<file path="config.mk">
export PLATFORM = sky130hd
export DESIGN_NAME = rr_channel_arbiter
export DESIGN_NICKNAME = d
export VERILOG_FILES = /design/src/rtl/rr_channel_arbiter.sv
export SDC_FILE = /design/constraint.sdc
export NUM_CORES = 1
export LEC_CHECK = 0
export ABC_AREA = 0
export ABC_CLOCK_PERIOD_IN_PS = 2000
export CORE_MARGIN = 8
export CORE_UTILIZATION = 32
export DETAILED_ROUTE_END_ITERATION = 8
export GPL_ROUTABILITY_DRIVEN = 0
export PLACE_DENSITY = 0.91
export SYNTH_ARGS = -nofsm -noshare
export SYNTH_HDL_FRONTEND = slang
export SYNTH_SLANG_ARGS = --single-unit
</file>
<file path="constraint.sdc">
create_clock -name clk -period 2 [get_ports clk]
set_input_delay 0.2 -clock clk [delete_from_list [all_inputs] [get_ports clk]]
set_output_delay 0.2 -clock clk [all_outputs]
set_load 0.01 [all_outputs]
</file>
<file path="src/rtl/rr_channel_arbiter.sv">
// Four-requester round-robin burst arbiter driving one shared data channel to paired destinations.
// Define ARB_TIMEOUT_EN to force release of a granted requester that stalls TIMEOUT cycles.
module rr_channel_arbiter #(
   parameter int WIDTH   = 8,
   parameter int TIMEOUT = 16
) (
   input  logic                 clk,
   input  logic                 rst_n,
   input  logic [3:0]           in_valid,
   input  logic [4*WIDTH-1:0]   in_data,
   input  logic [3:0]           in_last,
   output logic [3:0]           in_ready,
   output logic [3:0]           out_valid,
   output logic [WIDTH-1:0]     out_data,
   output logic                 out_last,
   input  logic [3:0]           out_ready,
   output logic [1:0]           sel,
   output logic [3:0]           grant,
   output logic                 timeout_err
);

   typedef enum logic {IDLE, BUSY} state_t;

   state_t     state_q, state_d;
   logic [3:0] grant_q, grant_d;
   logic [1:0] sel_q, sel_d;
   logic [1:0] rrPtr_q, rrPtr_d;
   logic [1:0] winner;
   logic [1:0] idx;
   logic       xfer;
   logic       timeoutHit;

   assign xfer = (state_q == BUSY) && in_valid[sel_q] && out_ready[sel_q];

   // Scan from the highest offset down so the requester closest to rrPtr wins.
   always_comb begin
      winner = rrPtr_q;
      idx    = rrPtr_q;
      for (int k = 3; k >= 0; k--) begin
         idx = rrPtr_q + 2'(k);
         if (in_valid[idx]) begin
            winner = idx;
         end
      end
   end

`ifdef ARB_TIMEOUT_EN
   localparam int CNT_W = $clog2(TIMEOUT + 1);

   logic [CNT_W-1:0] stallCnt_q, stallCnt_d;
   logic             timeoutErr_q, timeoutErr_d;

   always_comb begin
      stallCnt_d   = '0;
      timeoutErr_d = 1'b0;
      timeoutHit   = 1'b0;
      if (state_q == BUSY) begin
         if (stallCnt_q == CNT_W'(TIMEOUT)) begin
            timeoutHit   = 1'b1;
            timeoutErr_d = 1'b1;
         end else if (!xfer) begin
            stallCnt_d = stallCnt_q + CNT_W'(1);
         end
      end
   end

   always_ff @(posedge clk) begin
      if (!rst_n) begin
         stallCnt_q   <= '0;
         timeoutErr_q <= 1'b0;
      end else begin
         stallCnt_q   <= stallCnt_d;
         timeoutErr_q <= timeoutErr_d;
      end
   end

   assign timeout_err = timeoutErr_q;
`else
   assign timeoutHit  = 1'b0;
   assign timeout_err = 1'b0;
`endif

   always_comb begin
      state_d = state_q;
      grant_d = grant_q;
      sel_d   = sel_q;
      rrPtr_d = rrPtr_q;
      case (state_q)
         IDLE: begin
            if (|in_valid) begin
               state_d = BUSY;
               grant_d = 4'b0001 << winner;
               sel_d   = winner;
               rrPtr_d = winner + 2'd1;
            end
         end
         BUSY: begin
            if (timeoutHit || (xfer && in_last[sel_q])) begin
               state_d = IDLE;
               grant_d = '0;
            end
         end
         default: begin
            state_d = IDLE;
            grant_d = '0;
         end
      endcase
   end

   always_ff @(posedge clk) begin
      if (!rst_n) begin
         state_q <= IDLE;
         grant_q <= '0;
         sel_q   <= '0;
         rrPtr_q <= '0;
      end else begin
         state_q <= state_d;
         grant_q <= grant_d;
         sel_q   <= sel_d;
         rrPtr_q <= rrPtr_d;
      end
   end

   // Channel mux/demux; forced quiet during reset so nothing leaks from an abandoned burst.
   always_comb begin
      in_ready  = '0;
      out_valid = '0;
      out_data  = '0;
      out_last  = 1'b0;
      if (rst_n && (state_q == BUSY)) begin
         out_valid[sel_q] = in_valid[sel_q];
         in_ready[sel_q]  = out_ready[sel_q];
         out_data         = in_data[int'(sel_q)*WIDTH +: WIDTH];
         out_last         = in_last[sel_q];
      end
   end

   assign grant = grant_q;
   assign sel   = sel_q;

endmodule

</file>
==> insert_results.sql <==
INSERT INTO impl_metrics (metric_group, metric, value, unit) VALUES
('cells_and_area', 'post_layout_nonfiller_instances', '200', ''),
('power', 'pwr_density_cell', '442', 'nW/um2'),
('yosys', 'synthesis.instances', '98', ''),
('clock_tree', 'clock_tree.htree_level_count', '1', ''),
('floorplan', 'floorplan.die.width', '67.3', 'um'),
('yosys', 'synthesis.nets', '144', ''),
('global_route', 'first_global_vias', '1064', ''),
('cells_and_area', 'layout_cell_share_with_drive_strength_beyond_1', '0.165', ''),
('timing', 'tns', '0', 'ns'),
('routing', 'detailedRoute.firstPassIterationCount', '4', ''),
('routing', 'drc_violation_total_after_the_first_tritonroute_iteration', '65', ''),
('clock_tree', 'cts_buffer_depth', '2', ''),
('timing', 'timing.clock.skew', '0.00465', 'ns'),
('cells_and_area', 'synthToLayoutAreaGrowth', '92.1', '%'),
('floorplan', 'die_height', '67.3', 'um'),
('clock_tree', 'clock_sink_count', '9', ''),
('routing', 'detail_route.wl_per_cell', '19.3', 'um'),
('timing', 'final-setup-viol-count', '0', ''),
('power', 'power_leakage', '0.000732', 'uW'),
('routing', 'via_count', '1069', ''),
('setup_path', 'critPathCaptureType', 'output port', ''),
('power', 'vdd_drop_max', '0.000503', 'V'),
('yosys', 'netlist_area', '841', 'um2'),
('global_route', 'grt_antenna_before_repair', '0', ''),
('routing', 'wl', '3.85', 'mm'),
('floorplan', 'initial_core_util', '0.339', ''),
('global_route', 'grt_use_total', '0.157', ''),
('yosys', 'ys_warn_count', '0', ''),
('routing', 'route.detailed.vias_per_inst', '5.35', ''),
('timing', 'final-max-slew-violation-count', '0', ''),
('setup_path', 'startpoint_type', 'input port', ''),
('yosys', 'yosysTopAreaCellShare', '0.241', ''),
('timing', 'timing.final.ws_setup', '0.0563', 'ns'),
('global_route', 'wire_length_of_the_first_global_routing_pass', '5.39', 'mm'),
('cells_and_area', 'final_cell_area', '1620', 'um2'),
('clock_tree', 'cts_tree', 'done', ''),
('placement', 'place_inst', '196', ''),
('clock_tree', 'path_clk_slew', '0.06', 'ns'),
('cells_and_area', 'number_of_fill_cells_in_the_layout', '197', ''),
('global_route', 'grt_max_degree', '15', ''),
('routing', 'antenna_left', '0', ''),
('timing', 'hold_violations', '0', ''),
('floorplan', 'floorplan.io_pins', '70', ''),
('hold_path', 'worstHoldStart', 'grant[0]$_SDFFE_PN0P_', ''),
('timing', 'rsz_0062_raised_after_global_routing', 'false', ''),
('routing', 'drcViolationCount', '0', ''),
('placement', 'detailedPlacementHpwl', '3.25', 'mm'),
('hold_path', 'holdCritPathClass', 'register to register', ''),
('clock_tree', 'clk_latency', '0.27', 'ns'),
('placement', 'place_area', '1580', 'um2'),
('clock_tree', 'clock-root-buffer', 'sky130_fd_sc_hd__clkbuf_4', ''),
('timing', 'fmax', '514', 'MHz'),
('status', 'status', 'complete, no violations', ''),
('clock_tree', 'cts_inserted_buffers', '3', ''),
('yosys', 'synth_sequential_area_ratio', '0.214', ''),
('yosys', 'synth.largest_area_cell', 'sky130_fd_sc_hd__mux4_2', ''),
('floorplan', 'fp.dieArea', '4520', 'um2'),
('job', 'max_cap_viols', '0', ''),
('setup_path', 'worst_endpoint_required_time', '1.80', 'ns'),
('setup_path', 'regToRegStartpoint', 'sel[0]$_SDFFE_PN0P_', ''),
('cells_and_area', 'fin_util', '0.652', ''),
('yosys', 'synth_cell_type_count', '34', ''),
('global_route', 'grt_overflow', '0', ''),
('cells_and_area', 'insertedDiodeCount', '0', ''),
('placement', 'post-place-ws', '0.0241', 'ns'),
('floorplan', 'fp-row-count', '18', ''),
('setup_path', 'startpoint', 'rst_n', ''),
('timing', 'post-route-min-period', '1.94', 'ns'),
('yosys', 'synth_area_per_cell', '8.58', 'um2'),
('yosys', 'synthesized_flop_and_latch_total', '9', ''),
('timing', 'finalCritPeriodShare', '0.972', ''),
('setup_path', 'maximum_fanout_along_the_worst_path', '4', ''),
('cells_and_area', 'finalNetCount', '217', ''),
('clock_tree', 'cts_setup_buffers', '0', ''),
('floorplan', 'design.core.area', '2480', 'um2'),
('placement', 'placement.io_buffers', '68', ''),
('setup_path', 'path_class', 'input port to output port', ''),
('yosys', 'ys_top_cells_by_area', 'sky130_fd_sc_hd__mux4_2 24%, sky130_fd_sc_hd__dfxtp_1 21%, sky130_fd_sc_hd__and2_1 7.4%, sky130_fd_sc_hd__nand2_1 6.7%, sky130_fd_sc_hd__a21oi_1 3.0%', ''),
('setup_path', 'worstPathArrival', '1.74', 'ns');
-- area by class of cell --
class / instances / area [um2] / area share
clock buffers: 3 / 22.5 / 0.0139
repair buffers: 76 / 747 / 0.462
multi-input cells: 79 / 612 / 0.379
inverters: 2 / 7.51 / 0.00465
clock inverters: 1 / 5.00 / 0.00310
well taps: 30 / 37.5 / 0.0232
flip-flops and latches: 9 / 184 / 0.114
-- routing by layer --
| metal | vias up | global-route usage | part of all wire |
|---|---|---|---|
| met4 | 0 | 0.0627 | 0.026 |
| met1 | 487 | 0.160 | 0.39 |
| met2 | 66 | 0.274 | 0.46 |
| met5 | - | 0 | 0 |
| li1 | 506 | - | - |
| met3 | 10 | 0.0712 | 0.12 |
-- cells in the final DEF, fill, tap and decap left out, types with 3 or more instances in the layout --
| cell type | n |
|---|---|
| sky130_fd_sc_hd__and2_1 | 10 |
| sky130_fd_sc_hd__o21ai_0 | 5 |
| sky130_fd_sc_hd__clkdlybuf4s50_1 | 52 |
| sky130_fd_sc_hd__dfxtp_1 | 6 |
| sky130_fd_sc_hd__dlymetal6s2s_1 | 5 |
| sky130_fd_sc_hd__dlygate4sd2_1 | 11 |
| sky130_fd_sc_hd__clkbuf_4 | 3 |
| sky130_fd_sc_hd__a21oi_1 | 5 |
| sky130_fd_sc_hd__buf_4 | 6 |
| sky130_fd_sc_hd__nor2_1 | 3 |
| sky130_fd_sc_hd__o22ai_1 | 4 |
| sky130_fd_sc_hd__dfxtp_2 | 3 |
| sky130_fd_sc_hd__nand2_1 | 15 |
| sky130_fd_sc_hd__mux4_2 | 9 |
-- where the power goes --
part / internal, uW / total, uW / switching (uW) / leakage [uW]
clock: 74.1 / 144 / 70.4 / 0.0000177
sequential: 200 / 223 / 23.2 / 0.0000750
combinational: 213 / 347 / 134 / 0.000639
-- registers in the layout, indices dropped and copies added (netlist names) --
name,count
state_q,1
sel,2
grant,4
rrPtr_q,2
-- synthesized netlist by cell type --
| master | instances |
|---|---|
| sky130_fd_sc_hd__or4_4 | 1 |
| sky130_fd_sc_hd__nor4_1 | 1 |
| sky130_fd_sc_hd__o21ai_0 | 5 |
| sky130_fd_sc_hd__nand2_2 | 1 |
| sky130_fd_sc_hd__xnor2_1 | 1 |
| sky130_fd_sc_hd__buf_1 | 1 |
| sky130_fd_sc_hd__nor4b_1 | 2 |
| sky130_fd_sc_hd__a21boi_1 | 1 |
| sky130_fd_sc_hd__nand2b_1 | 2 |
| sky130_fd_sc_hd__inv_1 | 2 |
| sky130_fd_sc_hd__o2111ai_1 | 1 |
| sky130_fd_sc_hd__mux4_2 | 9 |
| sky130_fd_sc_hd__nor3b_1 | 2 |
| sky130_fd_sc_hd__clkbuf_1 | 2 |
| sky130_fd_sc_hd__o22ai_1 | 4 |
| sky130_fd_sc_hd__nand3_1 | 2 |
| sky130_fd_sc_hd__nor3_1 | 1 |
| sky130_fd_sc_hd__a21boi_0 | 1 |
| sky130_fd_sc_hd__buf_2 | 3 |
| sky130_fd_sc_hd__buf_4 | 2 |
| sky130_fd_sc_hd__or2_2 | 1 |
| sky130_fd_sc_hd__and3_1 | 2 |
| sky130_fd_sc_hd__and3b_1 | 1 |
| sky130_fd_sc_hd__dfxtp_1 | 9 |
| sky130_fd_sc_hd__and4_1 | 2 |
| sky130_fd_sc_hd__nor2b_1 | 2 |
| sky130_fd_sc_hd__conb_1 | 1 |
| sky130_fd_sc_hd__and2b_1 | 1 |
| sky130_fd_sc_hd__nand2_1 | 15 |
| sky130_fd_sc_hd__and2_1 | 10 |
| sky130_fd_sc_hd__o221a_2 | 1 |
| sky130_fd_sc_hd__o211ai_1 | 1 |
| sky130_fd_sc_hd__nor2_1 | 3 |
| sky130_fd_sc_hd__a21oi_1 | 5 |
-- logic make-up after synthesis --
logic type / count (synthesis) / share of synthesized area
other: 1 / 0.00446
xor gates and xnor gates: 1 / 0.0104
buffers and inverters: 10 / 0.0580
AOI/OAI and AO/OA: 19 / 0.140
and+or+nand+nor: 49 / 0.332
muxes: 9 / 0.241
DFF: 9 / 0.214
-- per-stage QoR --
| stage | hold slack, ns | total power, uW |
|---|---|---|
| finish | 0.484 | 714 |
| global route | 0.505 | 758 |
| CTS | 0.483 | 716 |
| detailed placement | 0.474 | 578 |
| global placement | 0.461 | 561 |
| floorplan | 0.338 | 387 |
-- repair_timing --
item	4_1_cts	5_1_grt
endpoints found under the setup margin	17	9
gates resized for setup	13	8
hold buffers	0	0
-- worst paths after layout --
kind / slack [ns] / depth (start not counted) / end
setup / recovery: 0.06 / 5 / out_valid[3]
hold reg to reg: 0.48 / 2 / grant[0]$_SDFFE_PN0P_
setup reg to reg: 0.40 / 5 / grant[3]$_SDFFE_PN0P_
hold / removal: 0.48 / 2 / grant[0]$_SDFFE_PN0P_
-- worst max-delay path, cell delays in order --
cell,delay [ns]
sky130_fd_sc_hd__clkdlybuf4s50_1,0.51
sky130_fd_sc_hd__and2_1,0.19
sky130_fd_sc_hd__buf_4,0.13
sky130_fd_sc_hd__and4_1,0.18
sky130_fd_sc_hd__clkdlybuf4s50_1,0.53
(Power assumes the default switching activity.)
